--- config.mk ---
export PLATFORM = sky130hd
export DESIGN_NAME = level_sequencer
export DESIGN_NICKNAME = d
export VERILOG_FILES = /design/src/rtl/level_sequencer.sv
export SDC_FILE = /design/constraint.sdc
export NUM_CORES = 1
export LEC_CHECK = 0
export BUFFER_PORTS_ARGS = -buffer_cell sky130_fd_sc_hd__buf_2
export CAP_MARGIN = 0
export CORE_MARGIN = 4
export CORE_UTILIZATION = 48
export CTS_CLUSTER_SIZE = 24
export DETAILED_ROUTE_END_ITERATION = 12
export MAX_ROUTING_LAYER = met4
export PLACE_DENSITY = 0.85
export SETUP_SLACK_MARGIN = 0.15
export SLEW_MARGIN = 20
export SYNTH_ARGS = -nofsm -noshare
export SYNTH_HDL_FRONTEND = slang
export SYNTH_SLANG_ARGS = --single-unit
--- constraint.sdc ---
create_clock -name frame_clk -period 3.6 [get_ports frame_clk]
set_input_delay 0.72 -clock frame_clk [delete_from_list [all_inputs] [get_ports frame_clk]]
set_output_delay 0.72 -clock frame_clk [all_outputs]
set_load 0.03 [all_outputs]
--- src/rtl/level_sequencer.sv ---
// Game-flow controller: level sequencing, intro/hold timing, play timer and lives.
// Optional pause via `LEVEL_PAUSE_EN (P key toggles a frozen PLAY).
module level_sequencer #(
  parameter int unsigned NUM_LEVELS   = 4,
  parameter int unsigned INTRO_FRAMES = 60,
  parameter int unsigned HOLD_FRAMES  = 90,
  parameter int unsigned TIME_LIMIT   = 1800,
  parameter int unsigned LIVES        = 3
) (
  input  logic        frame_clk,
  input  logic        Reset,
  input  logic [63:0] keycode,
  input  logic        success,
  input  logic [4:0]  tbl_startx,
  input  logic [4:0]  tbl_starty,
  input  logic [4:0]  tbl_goalx,
  input  logic [4:0]  tbl_goaly,
  output logic [2:0]  level_idx,
  output logic [4:0]  startx,
  output logic [4:0]  starty,
  output logic [4:0]  goalx,
  output logic [4:0]  goaly,
  output logic        player_reset,
  output logic        freeze,
  output logic [10:0] frames_left,
  output logic [2:0]  lives_left,
  output logic [2:0]  state,
  output logic        game_won,
  output logic        game_over
);

  typedef enum logic [2:0] {
    IDLE  = 3'd0,
    LOAD  = 3'd1,
    INTRO = 3'd2,
    PLAY  = 3'd3,
    WIN   = 3'd4,
    FAIL  = 3'd5,
    DONE  = 3'd6,
    OVER  = 3'd7
  } state_t;

  localparam logic [7:0]  KEY_ENTER  = 8'h28;
  localparam logic [7:0]  KEY_ESC    = 8'h29;
  localparam logic [10:0] INTRO_M1   = 11'(INTRO_FRAMES - 1);
  localparam logic [10:0] HOLD_M1    = 11'(HOLD_FRAMES - 1);
  localparam logic [10:0] TIME_INIT  = 11'(TIME_LIMIT);
  localparam logic        TIMED      = (TIME_LIMIT != 0);
  localparam logic [2:0]  LAST_LEVEL = 3'(NUM_LEVELS - 1);
  localparam logic [2:0]  LIVES_INIT = 3'(LIVES);

  state_t      state_q, state_d;
  logic [2:0]  level_q, level_d;
  logic [4:0]  startx_q, startx_d, starty_q, starty_d;
  logic [4:0]  goalx_q, goalx_d, goaly_q, goaly_d;
  logic [10:0] frames_q, frames_d;
  logic [10:0] cnt_q, cnt_d;
  logic [2:0]  lives_q, lives_d;
  logic        player_reset_q, game_won_q, game_over_q;
  logic        enter_prev_q;
  logic        enter_now, esc_now, enter_edge;

`ifdef LEVEL_PAUSE_EN
  localparam logic [7:0] KEY_P = 8'h13;
  logic p_now, p_prev_q, p_edge;
  logic paused_q, paused_d;
`endif

  always_comb begin
    enter_now = 1'b0;
    esc_now   = 1'b0;
`ifdef LEVEL_PAUSE_EN
    p_now     = 1'b0;
`endif
    for (int unsigned i = 0; i < 8; i++) begin
      if (keycode[i*8 +: 8] == KEY_ENTER) enter_now = 1'b1;
      if (keycode[i*8 +: 8] == KEY_ESC)   esc_now   = 1'b1;
`ifdef LEVEL_PAUSE_EN
      if (keycode[i*8 +: 8] == KEY_P)     p_now     = 1'b1;
`endif
    end
  end

  assign enter_edge = enter_now && !enter_prev_q;
`ifdef LEVEL_PAUSE_EN
  assign p_edge = p_now && !p_prev_q;
`endif

  always_comb begin
    state_d  = state_q;
    level_d  = level_q;
    startx_d = startx_q;
    starty_d = starty_q;
    goalx_d  = goalx_q;
    goaly_d  = goaly_q;
    frames_d = frames_q;
    cnt_d    = cnt_q;
    lives_d  = lives_q;
`ifdef LEVEL_PAUSE_EN
    paused_d = paused_q;
`endif
    unique case (state_q)
      IDLE: begin
        if (enter_edge) begin
          level_d = '0;
          lives_d = LIVES_INIT;
          state_d = LOAD;
        end
      end
      LOAD: begin
        startx_d = tbl_startx;
        starty_d = tbl_starty;
        goalx_d  = tbl_goalx;
        goaly_d  = tbl_goaly;
        cnt_d    = INTRO_M1;
        state_d  = INTRO;
      end
      INTRO: begin
        if (cnt_q == '0) begin
          frames_d = TIME_INIT;
          state_d  = PLAY;
        end else begin
          cnt_d = cnt_q - 11'd1;
        end
      end
      PLAY: begin
        if (esc_now) begin
          state_d = IDLE;
`ifdef LEVEL_PAUSE_EN
        end else if (p_edge) begin
          paused_d = !paused_q;
        end else if (paused_q) begin
          frames_d = frames_q;
`endif
        end else if (success) begin
          cnt_d   = HOLD_M1;
          state_d = WIN;
        end else if (TIMED && frames_q == 11'd1) begin
          frames_d = '0;
          lives_d  = (lives_q == '0) ? '0 : lives_q - 3'd1;
          cnt_d    = HOLD_M1;
          state_d  = FAIL;
        end else if (TIMED) begin
          frames_d = frames_q - 11'd1;
        end
      end
      WIN: begin
        if (cnt_q == '0) begin
          if (level_q == LAST_LEVEL) begin
            state_d = DONE;
          end else begin
            level_d = level_q + 3'd1;
            state_d = LOAD;
          end
        end else begin
          cnt_d = cnt_q - 11'd1;
        end
      end
      FAIL: begin
        if (cnt_q == '0) state_d = (lives_q == '0) ? OVER : LOAD;
        else             cnt_d   = cnt_q - 11'd1;
      end
      DONE, OVER: begin
        if (enter_edge) state_d = IDLE;
      end
      default: state_d = IDLE;
    endcase
`ifdef LEVEL_PAUSE_EN
    if (state_d != PLAY) paused_d = 1'b0;
`endif
  end

  // Flag outputs are registered from the next state so they move with state.
  always_ff @(posedge frame_clk) begin
    if (Reset) begin
      state_q        <= IDLE;
      level_q        <= '0;
      startx_q       <= '0;
      starty_q       <= '0;
      goalx_q        <= '0;
      goaly_q        <= '0;
      frames_q       <= '0;
      cnt_q          <= '0;
      lives_q        <= LIVES_INIT;
      player_reset_q <= 1'b1;
      game_won_q     <= 1'b0;
      game_over_q    <= 1'b0;
      enter_prev_q   <= 1'b0;
`ifdef LEVEL_PAUSE_EN
      p_prev_q       <= 1'b0;
      paused_q       <= 1'b0;
`endif
    end else begin
      state_q        <= state_d;
      level_q        <= level_d;
      startx_q       <= startx_d;
      starty_q       <= starty_d;
      goalx_q        <= goalx_d;
      goaly_q        <= goaly_d;
      frames_q       <= frames_d;
      cnt_q          <= cnt_d;
      lives_q        <= lives_d;
      player_reset_q <= (state_d != PLAY);
      game_won_q     <= (state_d == DONE);
      game_over_q    <= (state_d == OVER);
      enter_prev_q   <= enter_now;
`ifdef LEVEL_PAUSE_EN
      p_prev_q       <= p_now;
      paused_q       <= paused_d;
`endif
    end
  end

`ifdef LEVEL_PAUSE_EN
  assign freeze = paused_q;
`else
  assign freeze = 1'b0;
`endif

  assign state        = state_q;
  assign level_idx    = level_q;
  assign startx       = startx_q;
  assign starty       = starty_q;
  assign goalx        = goalx_q;
  assign goaly        = goaly_q;
  assign frames_left  = frames_q;
  assign lives_left   = lives_q;
  assign player_reset = player_reset_q;
  assign game_won     = game_won_q;
  assign game_over    = game_over_q;

endmodule

==> run_results.csv <==
group,metric,value,unit
die,coreArea,6026,µm²
die,rows,28,
finish,drive_gt1_share,29.26,%
worst_setup_path,worstSetupPathType,"reg2reg",
power,cellInternalPower,1.312,mW
placement,dp.cells,566,
power,p_leak,1.634,nW
sta,fmax,359.3,MHz
sta,setup_tns,0,ns
hold_path,hold_start,"starty[4]",
die,die_x,87.57,µm
die,die_y,87.57,µm
placement,gp_congestion,0.9231,
global_route,grtUsageTotal,22.89,%
power,switchingPower,1.090,mW
die,pin_count,131,
logic_synthesis,yosysSeqAreaShare,36.23,%
cts,cts_inserted_buffers,5,
route,viasPerCell,5.889,
global_route,antenna_found_initial,0,
sta,worstMarginPinSlew,0.8928,ns
sta,skew,0.01009,ns
placement,dp_hpwl,6808,µm
power,ir_drop,462.8,µV
logic_synthesis,synth.avg_cell_area,8.040,µm²
global_route,grt_start_max_net_pins,50,
sta,finalMaxSlewViolations,0,
cts,clockBufferDepth,2,
route,drt_iter0_drc,243,
placement,port_buffers,129,
worst_setup_path,crit_buf_inv,2,
logic_synthesis,async_flop_share,0,%
logic_synthesis,netlist_area,3039,µm²
cts,cts_root_buf,"clkbuf_8",
worst_setup_path,cp_max_fo,13,
cts,cts_tree,"done",
worst_setup_path,slowest_stage,"a2111oi_0",
route,routedWlPerCell,15.41,µm
worst_setup_path,timing.rr.end,"cnt_q[8]",
route,drc_errors,0,
power,p_seq_share,35.6,%
route,vias,3380,
cts,clk_latency,0.31,ns
hold_path,hold-path-endpoint,"starty[4]",
worst_setup_path,max_stage_delay,0.49,ns
worst_setup_path,arrival,3.03,ns
worst_setup_path,start_kind,"register",
global_route,grt-ovfl-total,0,
finish,syn_to_final_growth,25.69,%
worst_setup_path,crit_required,3.84,ns
cts,cts_setup_buffers,0,
power,powerDensity,628.9,nW/µm²
die,dieArea,7669,µm²
sta,rsz0062_at_grt,"false",
run_status,status,"finished clean",
sta,min_period,2.783,ns
worst_setup_path,crit_family,"simple AND/OR/NAND/NOR gates",
finish,instances_no_fill,574,
logic_synthesis,synth-edff-count,0,
logic_synthesis,syn_nets,473,
worst_setup_path,r2r_cells,9,
worst_setup_path,r2r_start,"frames_left[1]",
sta,setup_viol,0,
logic_synthesis,yosysWarnings,0,
power,report.power.total,2.402,mW
finish,num_antenna_cells,0,
hold_path,hp-class,"reg2reg",
hold_path,hold-path-cell-count,2,
sta,final_hold_viol_count,0,
sta,post-route-period-util,77.31,%
logic_synthesis,ys_seq_elements,55,
cts,cts_max_level,2,
sta,worst_slack,0.8169,ns
sta,timing.slew.headroom,40.48,%
placement,dp_slack,0.5002,ns
logic_synthesis,synthFlopType,"dfxtp_1",
cts,cts_resized,0,
global_route,grt_pass1_wl,13920,µm
route,drt-pass1-iter-count,5,
worst_setup_path,cp_cell_sequence,"inv_1 -> ha_1 -> or4b_1 -> nor3_1 -> o21a_1 -> nand3_1 -> buf_4 -> a2111oi_0 -> mux2i_1",
power,clockPowerShare,14.8,%
power,swShare,45.38,%
global_route,grt_pass1_vias,3072,
logic_synthesis,syn_inst,378,
worst_setup_path,r2r_setup_slack,0.82,ns
die,start_util,50.44,%
power,combinationalPowerShare,49.6,%
cts,clk_pin_slew,0.10,ns
route,routed_wirelength,8845,µm
route,ant_nets,0,
run,cap_violations,0,
logic_synthesis,post_synth_num_cell_types,55,
finish,finish.net_count,593,
worst_setup_path,cp-end-kind,"register",
cts,hold_buffers,0,
cts,cts_sinks,55,
[synth_stat cells (all sizes together) (2+ instances only)]
cell type | n | area [µm²]
a21oi | 34 | 170.2
a21o | 2 | 16.27
nor4b | 8 | 70.07
nor2 | 17 | 66.32
a311oi | 9 | 78.83
ha | 8 | 100.1
a211oi | 4 | 30.03
a221oi | 3 | 26.28
a41oi | 2 | 17.52
dfxtp | 55 | 1101
a31oi | 5 | 31.28
a221o | 2 | 20.02
o21ai | 13 | 65.06
or4b | 10 | 100.1
and3 | 5 | 31.28
and2 | 5 | 31.28
nor3 | 13 | 65.06
or4 | 11 | 82.58
nand2 | 50 | 187.7
o21a | 2 | 15.01
mux2i | 8 | 80.08
a2111oi | 2 | 17.52
nand3b | 5 | 37.54
nor2b | 5 | 31.28
nand2b | 11 | 68.82
or3 | 6 | 42.54
o32ai | 2 | 17.52
buf | 6 | 36.29
nor4 | 6 | 37.54
clkbuf | 16 | 60.06
inv | 13 | 48.80
o21bai | 2 | 15.01
nand4 | 4 | 25.02
nand3 | 21 | 105.1
[through the flow]
step	area [µm²]	utilization, %	hold slack (ns)
2_1_floorplan	3039	-	0.4463
3_3_place_gp	3727	61.86	0.4389
3_5_place_dp	3727	61.86	0.4440
4_1_cts	3820	63.39	0.4589
5_1_grt	3820	63.39	0.4855
6_report	3820	63.39	0.4544
[routing by layer]
layer	track usage, %	vias up	share of wire (%)
li1	-	1643	-
met1	28.06	1588	41
met2	39.18	137	51
met3	3.481	12	6.6
met4	5.997	0	1.5
met5	-	-	0
[worst max-delay path by stage]
stage          cells after the start             to            from  slack, ns
2_1_floorplan                      8  lives_left[1]  frames_left[0]       0.79
3_3_place_gp                       7   player_reset     keycode[52]       0.56
3_5_place_dp                       7   player_reset     keycode[52]       0.50
4_1_cts                            7   player_reset     keycode[52]       0.83
5_1_grt                            7   player_reset     keycode[52]       0.65
6_report                           9       cnt_q[8]  frames_left[1]       0.82
[cells in the final DEF, fill, tap and decap left out, types with 3 or more instances in the layout]
cell type | netlist | final
o21ai_0 | 11 | 11
nand2_1 | 50 | 50
mux2i_1 | 8 | 8
a31oi_1 | 5 | 5
buf_2 | 2 | 129
clkbuf_8 | 0 | 5
or3_1 | 5 | 5
a311oi_1 | 9 | 9
nor2b_1 | 5 | 5
nand3b_1 | 5 | 5
and3_1 | 5 | 5
nor2_1 | 16 | 16
nand4_1 | 4 | 4
nand2b_1 | 11 | 11
a21oi_1 | 34 | 34
buf_4 | 1 | 6
dfxtp_1 | 55 | 55
ha_1 | 8 | 8
nor4_1 | 6 | 6
nor4b_1 | 8 | 8
or4_1 | 11 | 11
and2_1 | 4 | 4
a211oi_1 | 4 | 4
or4b_1 | 10 | 10
nand3_1 | 21 | 21
a221oi_1 | 3 | 3
inv_1 | 13 | 13
nor3_1 | 13 | 13
[logic make-up (layout without fill, tap and decap cells)]
group | count (synthesis) | in the layout | synth area share (%)
AND/OR/NAND/NOR | 178 | 178 | 32.61
XOR/XNOR | 2 | 2 | 0.5765
buffers and inverters | 35 | 156 | 4.776
flip-flops | 55 | 55 | 36.23
adder cells (fa/ha/maj) | 8 | 8 | 3.294
multiplexers | 8 | 8 | 2.635
other | 1 | 1 | 0.1234
AO/OA/AOI/OAI | 91 | 91 | 19.76
[state kept, by name (all words and copies together), names as in the netlist]
register      cells
player_reset      1
level_idx         3
starty            5
lives_left        3
game_over         1
game_won          1
goalx             5
cnt_q            11
goaly             5
startx            5
enter_prev_q      1
state             3
frames_left      11
[power groups by stage]
stage | Clock [mW] | Combinational [mW] | Sequential (mW)
after floorplan | 0 | 0.722 | 0.995
after global placement | 0 | 1.15 | 0.856
after detailed placement | 0 | 1.18 | 0.865
after CTS | 0.363 | 1.19 | 0.851
after global routing | 0.392 | 1.31 | 0.873
final | 0.355 | 1.19 | 0.855
[tightest hold or removal path, stage by stage (launching register included)]
cell     delay, ns
dfxtp_1       0.32
nand2_1       0.05
a21oi_1       0.05
[cell type report]
class,count,area [µm²]
clock inverter,3,23.77
inverter,13,48.80
clock buffer,5,68.82
multi-input combinational,288,1793
sequential,55,1101
timing repair buffer,135,690.7
tap,75,93.84
fill,563,2206
Note: power is estimated with default switching activity, not from simulation.
